==> config.mk <==
export PLATFORM = sky130hd
export DESIGN_NAME = uart_tx_frame
export DESIGN_NICKNAME = d
export VERILOG_FILES = /design/src/rtl/uart_pkg.sv /design/src/rtl/uart_baud_tick.sv /design/src/rtl/uart_tx_frame.sv
export SDC_FILE = /design/constraint.sdc
export NUM_CORES = 1
export LEC_CHECK = 0
export CORE_UTILIZATION = 45
export CTS_BUF_LIST = sky130_fd_sc_hd__clkbuf_8
export DETAILED_ROUTE_END_ITERATION = 16
export GPL_ROUTABILITY_DRIVEN = 0
export MAX_ROUTING_LAYER = met4
export PLACE_DENSITY = 0.62
export SETUP_SLACK_MARGIN = 0.2
export SLEW_MARGIN = 0
export SYNTH_ARGS = -nofsm -noshare
export SYNTH_HDL_FRONTEND = slang
export SYNTH_HIERARCHICAL = 1
export SYNTH_SLANG_ARGS = --single-unit
==> constraint.sdc <==
create_clock -name clk -period 5.04 [get_ports clk]
set_input_delay 0.756 -clock clk [delete_from_list [all_inputs] [get_ports clk]]
set_output_delay 0.756 -clock clk [all_outputs]
set_load 0.05 [all_outputs]
==> src/rtl/uart_pkg.sv <==
// Shared UART definitions: transmitter state encoding, line-rate constants and
// a parity helper reused by the transmitter, the receiver and the bench.
package uart_pkg;

    typedef enum logic [2:0] {
        IDLE,
        START,
        DATA,
        PARITY,
        STOP
    } tx_state_t;

    localparam int CLK_FREQ_HZ      = 50_000_000;
    localparam int BAUD_RATE        = 115_200;
    localparam int BAUD_DIV_DEFAULT = CLK_FREQ_HZ / BAUD_RATE;

    // Word is zero-extended to 9 bits, so any DATA_WIDTH up to 9 fits.
    function automatic logic parity_of(input logic [8:0] word, input logic odd);
        return (^word) ^ odd;
    endfunction

endpackage

==> src/rtl/uart_baud_tick.sv <==
// Bit-period counter: counts 0..BAUD_DIV-1 while run is high, ticks on the
// last count of each bit and sits at 0 whenever run is low.
module uart_baud_tick #(
    parameter int BAUD_DIV = 434,
    localparam int CW = $clog2(BAUD_DIV)
) (
    input  logic          clk,
    input  logic          reset,
    input  logic          run,
    output logic          tick,
    output logic [CW-1:0] cnt
);

    localparam logic [CW-1:0] CNT_LAST = CW'(BAUD_DIV - 1);

    logic [CW-1:0] cnt_q, cnt_d;

    assign tick = (cnt_q == CNT_LAST);
    assign cnt  = cnt_q;

    always_comb begin
        cnt_d = cnt_q + 1'b1;
        if (!run || tick) begin
            cnt_d = '0;
        end
    end

    always_ff @(posedge clk or posedge reset) begin
        if (reset) begin
            cnt_q <= '0;
        end else begin
            cnt_q <= cnt_d;
        end
    end

endmodule

==> src/rtl/uart_tx_frame.sv <==
// UART frame transmitter: one accepted start pulse sends start bit, data LSB
// first, optional parity and 1-2 stop bits on a registered, idle-high line.
module uart_tx_frame
    import uart_pkg::*;
#(
    parameter int DATA_WIDTH = 8,
    parameter int BAUD_DIV   = 434,
    parameter int PARITY_EN  = 0,
    parameter int PARITY_ODD = 0,
    parameter int STOP_BITS  = 1
) (
    input  logic                  clk,
    input  logic                  reset,
    input  logic                  tx_start,
    input  logic [DATA_WIDTH-1:0] tx_data,
    output logic                  tx,
    output logic                  tx_busy,
    output logic                  tx_done
);

    localparam int CW = $clog2(BAUD_DIV);
    localparam int IW = $clog2(DATA_WIDTH + 1);
    localparam logic [CW-1:0] CNT_LAST  = CW'(BAUD_DIV - 1);
    localparam logic [IW-1:0] BIT_LAST  = IW'(DATA_WIDTH - 1);
    localparam logic          STOP_LAST = 1'(STOP_BITS - 1);

    if (BAUD_DIV < 2 || (STOP_BITS != 1 && STOP_BITS != 2) ||
        DATA_WIDTH < 5 || DATA_WIDTH > 9) begin : g_bad_params
        $error("uart_tx_frame: illegal parameter combination");
    end

    tx_state_t             state_q, state_d;
    logic [DATA_WIDTH-1:0] shreg_q, shreg_d;
    logic [IW-1:0]         bit_idx_q, bit_idx_d;
    logic                  stop_cnt_q, stop_cnt_d;
    logic                  par_q, par_d;
    logic                  tx_q, tx_d;
    logic                  busy_q, busy_d;
    logic                  done_q, done_d;

    logic          baud_tick;
    logic [CW-1:0] baud_cnt;
    logic          bit_end;

    uart_baud_tick #(.BAUD_DIV(BAUD_DIV)) u_baud (
        .clk   (clk),
        .reset (reset),
        .run   (state_q != IDLE),
        .tick  (baud_tick),
        .cnt   (baud_cnt)
    );

    assign bit_end = baud_tick && (baud_cnt == CNT_LAST);

    always_comb begin
        state_d    = state_q;
        shreg_d    = shreg_q;
        bit_idx_d  = bit_idx_q;
        stop_cnt_d = stop_cnt_q;
        par_d      = par_q;
        done_d     = 1'b0;
        tx_d       = 1'b1;

        case (state_q)
            IDLE: begin
                if (tx_start) begin
                    state_d    = START;
                    shreg_d    = tx_data;
                    par_d      = parity_of(9'(tx_data), 1'(PARITY_ODD));
                    bit_idx_d  = '0;
                    stop_cnt_d = 1'b0;
                end
            end
            START: begin
                if (bit_end) state_d = DATA;
            end
            DATA: begin
                if (bit_end) begin
                    shreg_d = shreg_q >> 1;
                    if (bit_idx_q == BIT_LAST) begin
                        bit_idx_d = '0;
                        state_d   = (PARITY_EN != 0) ? PARITY : STOP;
                    end else begin
                        bit_idx_d = bit_idx_q + 1'b1;
                    end
                end
            end
            PARITY: begin
                if (bit_end) state_d = STOP;
            end
            STOP: begin
                if (bit_end) begin
                    if (stop_cnt_q == STOP_LAST) begin
                        stop_cnt_d = 1'b0;
                        state_d    = IDLE;
                        done_d     = 1'b1;
                    end else begin
                        stop_cnt_d = 1'b1;
                    end
                end
            end
            default: state_d = IDLE;
        endcase

        // Line level is computed from the next state so tx stays a pure flop.
        case (state_d)
            START:   tx_d = 1'b0;
            DATA:    tx_d = shreg_d[0];
            PARITY:  tx_d = par_d;
            default: tx_d = 1'b1;
        endcase

        busy_d = (state_d != IDLE);
    end

    always_ff @(posedge clk or posedge reset) begin
        if (reset) begin
            state_q    <= IDLE;
            shreg_q    <= '0;
            bit_idx_q  <= '0;
            stop_cnt_q <= 1'b0;
            par_q      <= 1'b0;
            tx_q       <= 1'b1;
            busy_q     <= 1'b0;
            done_q     <= 1'b0;
        end else begin
            state_q    <= state_d;
            shreg_q    <= shreg_d;
            bit_idx_q  <= bit_idx_d;
            stop_cnt_q <= stop_cnt_d;
            par_q      <= par_d;
            tx_q       <= tx_d;
            busy_q     <= busy_d;
            done_q     <= done_d;
        end
    end

    assign tx      = tx_q;
    assign tx_busy = busy_q;
    assign tx_done = done_q;

endmodule

* After elaboration in Yosys (flattened, before gate mapping)
Cells that the tools add are included.
W data, S select, Z words.
** Cells by class
- Equal/unequal tests :: 12
- Multiplexer cells :: 26
- Magnitude comparators :: 0
- Reductions and logical operators :: 10
- $mul :: 0
- Divide/modulo/power cells :: 0
- Bitwise gates (word level) :: 0
- Shifts and indexed selects :: 0
- Add/subtract/negate cells :: 2
** Operators by type and width (count)
- $mux W3 :: 7
- $mux W8 :: 2
- $pmux W8 S2 :: 1
- $pmux W3 S5 :: 1
- $eq A3 B2 Y1 const B :: 4
- $mux W4 :: 3
- $add A9 B1 Y9 const B :: 1
- $eq A9 B9 Y1 const B :: 1
- $mux W9 :: 1
- $reduce_xor A9 Y1 :: 1
- $mux W1 :: 8
- $pmux W4 S2 :: 1
- $eq A3 B1 Y1 const B :: 2
- $ne A2 B2 Y1 const B :: 3
- $reduce_and A3 Y1 :: 2
- $reduce_bool A3 Y1 :: 2
- $add A4 B1 Y4 const B :: 1
- $eq A4 B3 Y1 const B :: 1
- $reduce_bool A2 Y1 :: 2
- $eq A3 B3 Y1 const B :: 1
- $logic_not A3 Y1 :: 1
- $pmux W1 S3 :: 1
- $pmux W1 S2 :: 1
- $logic_not A1 Y1 :: 1
- $logic_or A1 B1 Y1 :: 1
** Word-level totals
- Latch bits :: 0
- RAM bits :: 0
- Register bits after elaboration :: 29
- Output and inout bits :: 3
- Memories :: 0
- ROM bits :: 0

* Depth between registers and ports, before layout
- Word-level depth :: 6
- Depth in mapped cells :: 10

* Cells and area by module
Netlist, hierarchy kept.
** By module, submodules not included
- uart_tx_frame :: cells each 101, sequential area each 476.7 um2, area each 1009.7 um2, instances 1
- uart_baud_tick :: cells each 49, sequential area each 225.2 um2, area each 489.2 um2, instances 1

* Least setup slack after synthesis
Ideal clock, no wire load.
- Path type :: register to register
- Start :: reg u_baud.cnt_q[2], in the netlist u_baud/cnt[2]
- End :: reg shreg_q[3]
- Stages on the path, launching flop included :: 9
- Data arrival time :: 2036 ps
- Setup time :: 127 ps
- Required time :: 4913 ps
- Setup slack :: 2877 ps
- Period minus slack after synthesis :: 2163 ps
- Path through :: dfrtp_1 or3_4 nor3_1 and4b_1 a41oi_1 nand2b_4 buf_2 a222oi_1 inv_1
** Between the ends
- Longest elaborated chain between the ends :: 3
** RTL lines
- from (decl) :: RTL line uart_baud_tick.sv:16 : logic [CW-1:0] cnt_q, cnt_d;
- from (signal assigned) :: RTL line uart_baud_tick.sv:32 : cnt_q <= cnt_d;
- $eq A9 B9 Y1 :: RTL line uart_baud_tick.sv:18 : assign tick = (cnt_q == CNT_LAST);
- via baud_tick :: RTL line uart_tx_frame.sv:41 : logic baud_tick;
- $ne A2 B2 Y1 (no line)
- $reduce_and A3 Y1 (no line)
- to (signal assigned) :: RTL line uart_tx_frame.sv:128 : shreg_q <= shreg_d;
- to (decl) :: RTL line uart_tx_frame.sv:33 : logic [DATA_WIDTH-1:0] shreg_q, shreg_d;
The timed path passes the listed nets, and every way through them passes these cells.
A chain may end at the register's enable or synchronous reset.

* Worst setup path in the final report
- Start :: reg u_baud.cnt_q[2], in the netlist u_baud/cnt[2]
- End :: reg bit_idx_q[3]
** Between the ends
- Longest elaborated chain between the ends :: 3
** RTL lines
- $eq A9 B9 Y1 :: RTL line uart_baud_tick.sv:18
- via baud_tick :: RTL line uart_tx_frame.sv:41
- $ne A2 B2 Y1 (no line)
- $reduce_and A3 Y1 (no line)
- to (signal assigned) :: RTL line uart_tx_frame.sv:129 : bit_idx_q <= bit_idx_d;
- to (decl) :: RTL line uart_tx_frame.sv:34 : logic [IW-1:0] bit_idx_q, bit_idx_d;
The timed path passes the listed nets, and every way through them passes these cells.

==> metrics <==
status finished clean; Ys Warns 6; Top FF cell, synth dfrtp_1; htree depth 1; via/cell ratio about 5.7; number of routed nets with antenna violations 0; Logic pwr share 0.260; Final Net Count 180; number of buffers added for setup after CTS 0; vias about 1200; max incr delay on CP 520 ps; layout cells sized above 1 0.07879; Post-Syn Instances 150; CORE AREA a little over 3000 µm²; internal cell power about 0.40 mW; DR iter-0 viols 53; clk_lat worst skew around 270 ps; Syn Nets approximately 160; root buffer cell clkbuf_8; Maximum Capacitance Violations 0; Setup crit start kind flip-flop; measured slew at the worst slew-check pin 726.5 ps; Ant. Diodes 0; CP Cell Sequence or3_4, nor3_1, and4b_1, a41oi_1, nand2b_4, or4_1, nand3_1; CTS tree done; Clock Skew 7.957 ps; mapped cell area ~1500 µm²; Clock power frac 0.202; Die Span X 59.72 µm; row cnt 20; initial antenna violation count 0; Post-Route WL slightly below 3000 µm; Async SR Flop Fraction 1.000; post-CTS sizing 0; global-route wire length before repair 5202 µm; number of synthesized flops with an enable pin 0; hold crit path type flip-flop to flip-flop; CP Data Required Time approximately 5300 ps; Critical Path AT 2590 ps; hold slack approximately 510 ps; R2R setup slack 2660 ps; RSZ-0062 raised after global routing no; post-synth cell types 43; Post-Synthesis Mean Instance Area ~10 µm²; Avg WL per Cell ~14 µm; drt drc 0; vias in the first global route about 1200; starting density of the core 0.4831; fin crit share 0.4718; Post-DP HPWL 2147 µm; GRT Total Usage 0.2008; min Tclk post-route between 2000 and 2500 ps; final hold vios 0; Switch Pwr 0.1957 mW; fin. max-slew vios 0; sequential fraction of the synthesis area 0.4683; CTS Hold Buffers Added 0; power per cell area between 300 and 400 nW/µm²; Area growth syn-to-layout 14.69%; Setup CP Type flip-flop to flip-flop; clock-pin slew of the registers on the worst-case setup and hold paths 90 ps; CTS Sinks 28; max_slew headroom 0.5151; max frequency 420.5 MHz; I/O Buffers 13; Sw Ratio 0.3286; Sequential Power Share 0.538; Critical Path End Type flip-flop; Worst VDD drop ~0.00027 V; largest net degree at the start of global routing 20; Crit Path Max Fanout 15; CTS buffer count 3; number of I/O pins 14; setup violators final 0; die height roughly 60 µm; Clock Tree Buf Depth 2; register bit total from synthesis 28; Die Area 3566 µm²; setup TNS 0 ps; gr ovfl total 0; Pre-antenna DRT Iters 5; Slowest-stage cell, CP or4_1; Pleak between 0.7 and 0.8 nW
-- metal layers --
metal | GRT usage | vias up | part of all wire
met5 | - | - | 0
met4 | 0.08306 | 0 | 0.012
met3 | 0.02814 | 4 | 0.033
met2 | 0.2825 | 31 | 0.44
met1 | 0.2893 | 566 | 0.51
li1 | - | 587 | -
-- placed cells by master (no fill, tap or decap), types with 2 or more instances in the layout --
cell and n:
dfrtp_1 27, nor3_1 3, xnor2_1 8, xor2_1 2, o21ai_0 5, inv_1 15
a222oi_1 6, a31oi_1 4, a21oi_1 4, clkbuf_8 3, nor2_1 12, ha_1 3
o211ai_1 2, nor2b_1 2, or4_1 2, or3_1 6, nand3_1 7, clkdlybuf4s50_1 13
nand2_1 11, nand3b_1 2, o22ai_1 4, nand2b_1 2
-- worst paths after layout --
kind / from / to / depth (start not counted)
worst max register to register: u_baud/cnt[2] / bit_idx_q[3] / 7
worst max-delay path: u_baud/cnt[2] / bit_idx_q[3] / 7
min in group asynchronous: reset / u_baud/cnt[1] / 2
worst min register to register: shreg_q[4] / shreg_q[3] / 2
max in group asynchronous: reset / shreg_q[6] / 2
worst min-delay path: shreg_q[4] / shreg_q[3] / 2
-- logic make-up (layout without fill, tap and decap cells) --
kind of cell               after synthesis  count (layout)  share of synthesized area
AOI/OAI and AO/OA                       32              32                     0.1636
xor gates and xnor gates                10              10                    0.05843
adders and majority gates                3               3                    0.02504
buffers and inverters                   16              31                    0.04174
DFF                                     28              28                     0.4683
and+or+nand+nor                         61              61                     0.2429
-- stage by stage --
step | instance area [µm²] | power (mW) | instances | utilization | setup slack (ps)
2_1_floorplan | 1499 | 0.4346 | 150 | - | 2877
3_3_place_gp | 1674 | 0.4742 | 205 | 0.5395 | 2644
3_5_place_dp | 1674 | 0.4777 | 205 | 0.5395 | 2626
4_1_cts | 1719 | 0.6033 | 209 | 0.5540 | 2641
5_1_grt | 1719 | 0.6450 | 209 | 0.5540 | 2502
6_report | 1719 | 0.5956 | 209 | 0.5540 | 2662
-- critical path: cells and delay by family (launching register included) --
kind | cells | cell delay [ps]
AND/OR/NAND/NOR | 6 | 1710
flip-flops | 1 | 480
AO/OA/AOI/OAI | 1 | 130
-- synth_stat cells, drive strengths merged (2+ instances only) --
library cell | number | area [µm²]
dfrtp | 27 | 675.7
inv | 14 | 52.55
nor2 | 13 | 56.30
nand2 | 11 | 41.29
xnor2 | 8 | 70.07
nand3 | 7 | 35.03
or3 | 7 | 48.80
a222oi | 6 | 60.06
o21ai | 5 | 25.02
a21oi | 4 | 20.02
a31oi | 4 | 25.02
nand2b | 4 | 35.03
o22ai | 4 | 25.02
ha | 3 | 37.54
nor3 | 3 | 15.01
buf | 2 | 10.01
nand3b | 2 | 15.01
nand4 | 2 | 18.77
nor2b | 2 | 12.51
o211ai | 2 | 15.01
or3b | 2 | 17.52
or4 | 2 | 15.01
xor2 | 2 | 17.52
-- power by group through the flow --
| stage | combinational, mW | sequential [mW] | clock (mW) |
|---|---|---|---|
| 2_1_floorplan | 0.120 | 0.315 | 0 |
| 3_3_place_gp | 0.152 | 0.322 | 0 |
| 3_5_place_dp | 0.154 | 0.324 | 0 |
| 4_1_cts | 0.156 | 0.320 | 0.127 |
| 5_1_grt | 0.178 | 0.330 | 0.138 |
| 6_report | 0.155 | 0.320 | 0.121 |
-- registers in the layout (all words and copies together), names as in the netlist --
register and count:
bit_idx_q 4, par_q 1, shreg_q 8, state_q 3, tx 1, tx_busy 1
tx_done 1, u_baud/cnt 9
-- final cells by class --
cell class                      instances  area, µm²
Clock buffer                            3      41.29
Clock inverter                          1      3.754
Fill cell                             307       1384
Inverter                               14      52.55
Multi-Input combinational cell        106      734.5
Sequential cell                        28      701.9
Tap cell                               44      55.05
Timing Repair Buffer                   13      130.1
(Power assumes the default switching activity.)
